### config.mk
export PLATFORM = sky130hd
export DESIGN_NAME = fifo_read_arbiter_flat
export DESIGN_NICKNAME = d
export VERILOG_FILES = /design/src/rtl/fifo_read_arbiter_if.sv /design/src/rtl/fifo_read_arbiter.sv /design/src/flat_wrapper.sv
export SDC_FILE = /design/constraint.sdc
export NUM_CORES = 1
export LEC_CHECK = 0
export BUFFER_PORTS_ARGS = -buffer_cell sky130_fd_sc_hd__buf_2
export CAP_MARGIN = 20
export CELL_PAD_IN_SITES_DETAIL_PLACEMENT = 1
export CELL_PAD_IN_SITES_GLOBAL_PLACEMENT = 1
export CORE_UTILIZATION = 40
export CTS_BUF_LIST = sky130_fd_sc_hd__clkbuf_8 sky130_fd_sc_hd__clkbuf_16
export CTS_CLUSTER_DIAMETER = 150
export CTS_CLUSTER_SIZE = 24
export DETAILED_ROUTE_END_ITERATION = 16
export PLACE_DENSITY_LB_ADDON = 0.08
export SLEW_MARGIN = 20
export SYNTH_ARGS = -nofsm -noshare
export SYNTH_HDL_FRONTEND = slang
export SYNTH_SLANG_ARGS = --single-unit
### constraint.sdc
create_clock -name clk -period 1.67 [get_ports clk]
set_input_delay 0.334 -clock clk [delete_from_list [all_inputs] [get_ports clk]]
set_output_delay 0.334 -clock clk [all_outputs]
set_load 0.005 [all_outputs]
### src/rtl/fifo_read_arbiter_if.sv
// Read-side bundle between the FIFO, its consumers and the read arbiter.
// Consumers and the FIFO flag drive the master side; the arbiter is the slave.
interface fifo_read_arbiter_if #(
    parameter int N_REQ = 4,
    parameter int CNT_W = 8
);
    localparam int ID_W = $clog2(N_REQ);

    logic [N_REQ-1:0] read_en;
    logic             empty;
    logic [N_REQ-1:0] valid;
    logic             pop;
    logic [ID_W-1:0]  grant_id;
    logic             busy;
    logic             timeout_err;
    logic [CNT_W-1:0] pop_cnt;

    modport master (
        output read_en, empty,
        input  valid, pop, grant_id, busy, timeout_err, pop_cnt
    );

    modport slave (
        input  read_en, empty,
        output valid, pop, grant_id, busy, timeout_err, pop_cnt
    );
endinterface

### src/rtl/fifo_read_arbiter.sv
// Round-robin arbiter sharing one FIFO read port among N_REQ consumers,
// with a hold-timeout guard and a wrapping count of completed pops.
//
// state | meaning
// IDLE  | waiting for a request while the FIFO is non-empty
// HS    | valid shown to the granted consumer until it drops read_en
// POP   | one-cycle FIFO pop, pop count advances, pointer rotates
// ABORT | consumer held too long: timeout_err pulse, no pop, pointer rotates
module fifo_read_arbiter #(
    parameter int N_REQ  = 4,
    parameter int TO_CYC = 16,
    parameter int CNT_W  = 8
) (
    input  logic               clk,
    input  logic               rst,
    fifo_read_arbiter_if.slave bus
);
    localparam int ID_W  = $clog2(N_REQ);
    localparam int TMR_W = $clog2(TO_CYC);

    localparam logic [1:0] ST_IDLE  = 2'd0;
    localparam logic [1:0] ST_HS    = 2'd1;
    localparam logic [1:0] ST_POP   = 2'd2;
    localparam logic [1:0] ST_ABORT = 2'd3;

    logic [1:0]       state;
    logic [ID_W-1:0]  rr_ptr;
    logic [ID_W-1:0]  grant_id;
    logic [TMR_W-1:0] timer;
    logic [CNT_W-1:0] pop_cnt;
    logic [ID_W-1:0]  pick;
    logic             pick_ok;
    logic [ID_W-1:0]  next_ptr;

    // First requester at or after rr_ptr, wrapping modulo N_REQ.
    always_comb begin
        logic [ID_W:0] sum;
        pick_ok = 1'b0;
        pick    = rr_ptr;
        sum     = '0;
        for (int i = 0; i < N_REQ; i++) begin
            sum = {1'b0, rr_ptr} + (ID_W + 1)'(i);
            if (sum >= (ID_W + 1)'(N_REQ)) begin
                sum = sum - (ID_W + 1)'(N_REQ);
            end
            if (!pick_ok && bus.read_en[sum[ID_W-1:0]]) begin
                pick_ok = 1'b1;
                pick    = sum[ID_W-1:0];
            end
        end
    end

    assign next_ptr = (grant_id == ID_W'(N_REQ - 1)) ? '0 : grant_id + ID_W'(1);

    // The timer counts down from TO_CYC-1; reaching zero while still held aborts.
    always_ff @(posedge clk or negedge rst) begin
        if (!rst) begin
            state    <= ST_IDLE;
            rr_ptr   <= '0;
            grant_id <= '0;
            timer    <= '0;
            pop_cnt  <= '0;
        end else begin
            case (state)
                ST_IDLE: begin
                    if (!bus.empty && pick_ok) begin
                        grant_id <= pick;
                        timer    <= TMR_W'(TO_CYC - 1);
                        state    <= ST_HS;
                    end
                end
                ST_HS: begin
                    if (!bus.read_en[grant_id]) begin
                        state <= ST_POP;
                    end else if (timer == '0) begin
                        state <= ST_ABORT;
                    end else begin
                        timer <= timer - TMR_W'(1);
                    end
                end
                ST_POP: begin
                    pop_cnt <= pop_cnt + CNT_W'(1);
                    rr_ptr  <= next_ptr;
                    state   <= ST_IDLE;
                end
                ST_ABORT: begin
                    rr_ptr <= next_ptr;
                    state  <= ST_IDLE;
                end
                default: state <= ST_IDLE;
            endcase
        end
    end

    assign bus.valid       = (state == ST_HS) ? (N_REQ'(1) << grant_id) : '0;
    assign bus.pop         = (state == ST_POP);
    assign bus.busy        = (state != ST_IDLE);
    assign bus.timeout_err = (state == ST_ABORT);
    assign bus.grant_id    = grant_id;
    assign bus.pop_cnt     = pop_cnt;
endmodule

### src/flat_wrapper.sv
// flat-port wrapper written by rule: the top's interface ports become plain ports
module fifo_read_arbiter_flat 
#(
    parameter int N_REQ  = 4,
    parameter int TO_CYC = 16,
    parameter int CNT_W  = 8
)
  (clk, rst, bus_read_en, bus_empty, bus_valid, bus_pop, bus_grant_id, bus_busy, bus_timeout_err, bus_pop_cnt);
  fifo_read_arbiter_if #(.N_REQ(N_REQ), .CNT_W(CNT_W)) bus_i ();
  input  logic clk;
  input  logic rst;
  input wire logic [$bits(bus_i.read_en)-1:0] bus_read_en;
  input wire logic [$bits(bus_i.empty)-1:0] bus_empty;
  output wire logic [$bits(bus_i.valid)-1:0] bus_valid;
  output wire logic [$bits(bus_i.pop)-1:0] bus_pop;
  output wire logic [$bits(bus_i.grant_id)-1:0] bus_grant_id;
  output wire logic [$bits(bus_i.busy)-1:0] bus_busy;
  output wire logic [$bits(bus_i.timeout_err)-1:0] bus_timeout_err;
  output wire logic [$bits(bus_i.pop_cnt)-1:0] bus_pop_cnt;
  assign bus_i.read_en = bus_read_en;
  assign bus_i.empty = bus_empty;
  assign bus_valid = bus_i.valid;
  assign bus_pop = bus_i.pop;
  assign bus_grant_id = bus_i.grant_id;
  assign bus_busy = bus_i.busy;
  assign bus_timeout_err = bus_i.timeout_err;
  assign bus_pop_cnt = bus_i.pop_cnt;
  fifo_read_arbiter #(.N_REQ(N_REQ), .TO_CYC(TO_CYC), .CNT_W(CNT_W)) u_core (.clk(clk), .rst(rst), .bus(bus_i));
endmodule
## After elaboration in Yosys (flattened, before gate mapping)

Index checks and enable logic that the tools add are counted.

| operators by class | value |
|---|---|
| add/sub/neg operators | 10 |
| order comparisons | 9 |
| equal/unequal tests | 8 |
| shifts and indexed selects | 1 |
| mux-type cells | 32 |
| reductions and logical operators | 16 |

Operator list:

| cell | number |
|---|---|
| 2-bit two-way mux | 12 |
| 4-bit two-way mux | 4 |
| 2-bit by 3-bit < comparator with 1-bit output (second input constant) | 5 |
| 1-bit binary-select mux with 2-bit select | 5 |
| 3-bit greater-or-equal comparator (second input constant) | 3 |
| 1-bit two-way mux | 9 |
| 8-bit by 1-bit adder with 8-bit output (second input constant) | 1 |
| 4-bit case mux with 2 select lines | 1 |
| 2-bit by 1-bit subtractor with 2-bit output (second input constant) | 4 |
| 2-bit by 2-bit adder with 3-bit output (second input constant) | 2 |
| 2-bit == test (second input constant) | 3 |
| 2-bit case mux with 3 select lines | 1 |
| 1-bit logical AND | 4 |
| 1-bit zero test | 4 |
| 4-bit zero test | 1 |
| 2-bit by 1-bit inequality test with 1-bit output (second input constant) | 2 |
| 2-bit AND reduction | 2 |
| 4-bit AND reduction | 1 |
| 2-bit nonzero test | 2 |
| 1-bit by 2-bit left shift with 4-bit output (first input constant) | 1 |
| 4-bit by 1-bit subtractor with 4-bit output (second input constant) | 1 |
| 2-bit by 1-bit adder with 3-bit output (second input constant) | 1 |
| 2-bit by 3-bit greater-or-equal comparator with 1-bit output (second input constant) | 1 |
| 3-bit inequality test (second input constant) | 1 |
| other kinds (5) | 5 |

| word-level totals | value |
|---|---|
| register bits | 18 |
| bits of input ports | 7 |
| output and inout bits | 17 |

## Longest topological paths before layout

| depth | value |
|---|---|
| word-level depth | 17 |
| gate-level depth with buffers | 5 |

## Least setup slack after synthesis

OpenSTA, ideal clock, no wires.

| path | value |
|---|---|
| path type | flip-flop to flip-flop |
| start | reg u_core.timer[0] |
| end | reg u_core.timer[0] |
| setup time | 80 ps |
| data arrival time | 1,390 ps |
| data required time | 1,590 ps |
| slack | 200 ps |
| stages on the path, launching flop included | 6 |
| path buffers | 0 |
| period minus slack after synthesis | 1,470 ps |
| cell sequence | dfrtp_1 inv_1 ha_1 or3b_2 nand3_1 mux2i_1 |

| between the ends | value |
|---|---|
| word-level cells in the longest chain between the ends | 4 |
| elaborated cells between the ends (all ways) | 7 |
| classes of those cells | 1 x add/sub; 1 x eq/ne; 3 x mux; 2 x reduce/logical |

Ends and longest elaborated chain:

| item | RTL line | source |
|---|---|---|
| start, declared | fifo_read_arbiter.sv:29 | `logic [TMR_W-1:0] timer;` |
| start signal, assigned | fifo_read_arbiter.sv:68 | `timer <= TMR_W'(TO_CYC - 1);` |
| start signal, assigned | fifo_read_arbiter.sv:78 | `timer <= timer - TMR_W'(1);` |
| 4-bit by 1-bit subtractor with 4-bit output | fifo_read_arbiter.sv:78 |  |
| 4-bit two-way mux | fifo_read_arbiter.sv:75 | `end else if (timer == '0) begin` |
| 4-bit two-way mux | fifo_read_arbiter.sv:73 | `if (!bus.read_en[grant_id]) begin` |
| 4-bit case mux with 2 select lines | fifo_read_arbiter.sv:64 | `case (state)` |

Several ways; a longest one is shown, not always the timed one. The select of a mux whose other input is x is not followed.
A chain may end at the register's enable or synchronous reset.

## Final worst setup path

| path | value |
|---|---|
| start | reg u_core.state[0] |
| end | out bus_valid[3] |

| between the ends | value |
|---|---|
| word-level cells in the longest chain between the ends | 2 |

Ends and longest elaborated chain:

| item | RTL line | source |
|---|---|---|
| start, declared | fifo_read_arbiter.sv:26 | `logic [1:0] state;` |
| start signal, assigned | fifo_read_arbiter.sv:58 | `state <= ST_IDLE;` |
| start signal, assigned | fifo_read_arbiter.sv:69 | `state <= ST_HS;` |
| start signal, assigned | fifo_read_arbiter.sv:74 | `state <= ST_POP;` |
| 2-bit by 1-bit == test with 1-bit output | fifo_read_arbiter.sv:95 | `assign bus.valid = (state == ST_HS) ? (N_REQ'(1) << grant_id) : '0;` |
| 4-bit two-way mux | fifo_read_arbiter.sv:95 |  |
| end, declared | flat_wrapper.sv:14 | `output wire logic [$bits(bus_i.valid)-1:0] bus_valid;` |

No other way between the ends.

==> results.py <==
metrics = {
    "outcome": {
        "outcome": "finished, final reports clean",
    },
    "sta": {
        "rsz0062_at_grt": "no",
        "setup_ws_ns": 0.0792,
        "period_minus_slack_ns": 1.59,
        "worst_pin_slew_ns": 0.441,
        "period_share_pct": 95.3,
        "fmax_mhz": 629,
        "hold_ws_ns": 0.00463,
        "fin_setup_tns_ns": 0,
        "slew_viol_final": 0,
        "setup_viol": 0,
        "slew_headroom_pct": 69.8,
        "hold_violations": 0,
        "finClkSkew_ns": 0.00127,
    },
    "synthesis": {
        "yosys_warnings": 0,
        "yosys_most_used_dff": "dfrtp_1",
        "ys_ff_latch": 18,
        "yosys-top-cells-area": "dfrtp_1 43%, ha_1 7.2%, xnor2_1 5.9%",
        "ys_seq_area_share_pct": 43.4,
        "ys_types": 36,
        "synth_edf_count": 0,
        "avgSynthCellArea_sq_um": 10.4,
        "synth_area_sq_um": 1040,
        "async_flop_share_pct": 100,
        "synth_fp_nets": 113,
        "syn_inst": 100,
        "synth_top_cell_by_area": "dfrtp_1",
        "synth_top_area_share_pct": 43.4,
    },
    "clock_tree": {
        "cts_max_path_buffers": 2,
        "cts_tree": "built",
        "clk_latency_ns": 0.25,
        "cts_hold_buffers": 0,
        "cts_setup_buffers": 0,
        "numCtsBuffers": 3,
        "cts.htree.levels": 1,
        "cts_root_buf": "clkbuf_8",
        "clkTransAtPathRegs_ns": 0.06,
        "cts.repair.resized": 0,
        "cts.sinks": 18,
    },
    "critical_path": {
        "end_kind": "primary output",
        "reg2reg_depth": 5,
        "start_kind": "flip-flop",
        "r2r_start": "u_core.timer[1]",
        "crit-reg2reg-capture": "u_core.timer[1]",
        "cpPeakStageDelay_ns": 0.45,
        "critPathTopFamily": "flip-flops",
        "r2r_slack_ns": 0.14,
        "arrival_ns": 1.26,
        "worstPathCellList": "nor2b_1, buf_4, and2_1, buf_2",
        "crit_type": "flip-flop to primary output",
        "path_buf_inv": 2,
        "critPathMaxFanout": 8,
        "worst_path_max_delay_cell": "dfrtp_2",
        "cp_data_required_time_ns": 1.34,
    },
    "die": {
        "die_h_microns": 53.0,
        "io_pins": 24,
        "fp.dieArea_sq_um": 2800,
        "initial_core_util_pct": 42.3,
        "core_area_sq_um": 2450,
        "die_w_microns": 53.0,
        "rows": 18,
    },
    "layout": {
        "multi_input_area_sq_um": 561,
        "layout.nets": 141,
        "layout_commonest_cell": "buf_2",
        "drive_above_1_share_pct": 31.0,
        "area_growth_pct": 20.0,
        "antenna_cells": 0,
        "n_fill_cell": 293,
        "final_core_utilization_pct": 50.8,
        "final_cell_mix": "23 x buf_2, 15 x dfrtp_1, 7 x xnor2_1",
        "regArea_sq_um": 454,
    },
    "grt": {
        "antenna_found_initial": 0,
        "overflow": 0,
        "grt_usage_pct": 19.4,
        "grt_pass1_wl_microns": 3880,
        "grt_max_degree": 19,
        "grt_pass1_vias": 839,
    },
    "detailed_routing": {
        "viasPerCell": 5.24,
        "routed_wirelength_microns": 2260,
        "first_pass_iters": 4,
        "num_vias": 818,
        "wl_per_cell_microns": 14.5,
        "drc": 0,
        "ant_nets": 0,
        "drt_iter0_markers": 13,
    },
    "hold_path": {
        "hold_path_class": "input port to asynchronous set/reset pin",
    },
    "place": {
        "port_buffers": 23,
        "pre_cts_ws_ns": 0.0918,
        "dp_hpwl_microns": 1700,
        "gp_congestion": 0.781,
    },
    "power_and_ir_drop": {
        "irDropWorstVdd_mv": 0.732,
        "power_density_nw_per_um2": 1510,
        "p_leak_uw": 0.000625,
    },
    "flow_run": {
        "drv_cap": 0,
    },
}
[cell families (layout without fill, tap and decap cells)]
group / count (synthesis) / in the layout / synth area share, %
flip-flops: 18 / 18 / 43.4
buffers and inverters: 8 / 34 / 3.13
multiplexers: 7 / 7 / 8.31
AO/OA/AOI/OAI: 16 / 16 / 10.2
adder cells (fa/ha/maj): 6 / 6 / 7.23
AND/OR/NAND/NOR: 37 / 37 / 21.0
XOR/XNOR: 8 / 8 / 6.75
[state kept, by name, indices dropped and copies added (netlist names)]
name / flops
u_core.timer: 4
u_core.bus.pop_cnt: 8
u_core.bus.grant_id: 2
u_core.state: 2
u_core.rr_ptr: 2
[cells in the mapped netlist, drive strengths merged, types with 2 or more instances]
master	number
dfrtp	18
xnor2	7
ha	6
inv	6
a21oi	5
and2	5
nand2	5
nor2	5
nand4	4
nor2b	4
mux2	3
mux2i	3
o21ai	3
a21boi	2
buf	2
nand2b	2
nor3	2
[how the worst max path moves through the flow]
stage | cells after the start | slack (ns) | from | end
6_report | 4 | 0.08 | u_core.state[0] | bus_valid[3]
5_1_grt | 4 | 0.008 | u_core.state[0] | bus_valid[1]
4_1_cts | 4 | 0.04 | u_core.state[0] | bus_valid[3]
3_5_place_dp | 5 | 0.09 | u_core.timer[1] | u_core.timer[3]
3_3_place_gp | 5 | 0.14 | u_core.timer[0] | u_core.timer[0]
2_1_floorplan | 5 | 0.20 | u_core.timer[0] | u_core.timer[0]
[through the flow]
stage               area (sq um)  power (uW)  cells
global route                1250        2040    156
detailed placement          1200        1590    153
finish                      1250        1880    156
floorplan                   1040        1260    100
CTS                         1240        1890    156
global placement            1200        1560    153
[final cells by class]
type	instances	share of cell area [%]
inverters	6	1.81
multi-input cells	74	45.0
flip-flops and latches	18	36.4
clock buffers	3	3.31
well taps	30	3.01
repair buffers	25	10.4
[per-layer routing]
metal | vias to the layer above | wire [microns] | track usage, % | share of wire [%]
li1 | 408 | - | - | -
met1 | 391 | 1110 | 25.3 | 49
met2 | 17 | 1070 | 31.6 | 47
met3 | 2 | 69 | 3.74 | 3.1
met4 | 0 | 10 | 7.02 | 0.44
met5 | - | 0 | 0 | 0
[power breakdown]
part | total (uW) | switching (uW) | internal (uW)
clock | 292 | 132 | 160
combinational | 781 | 365 | 417
sequential | 811 | 218 | 594
No activity file was read; power rests on OpenSTA's default activity.
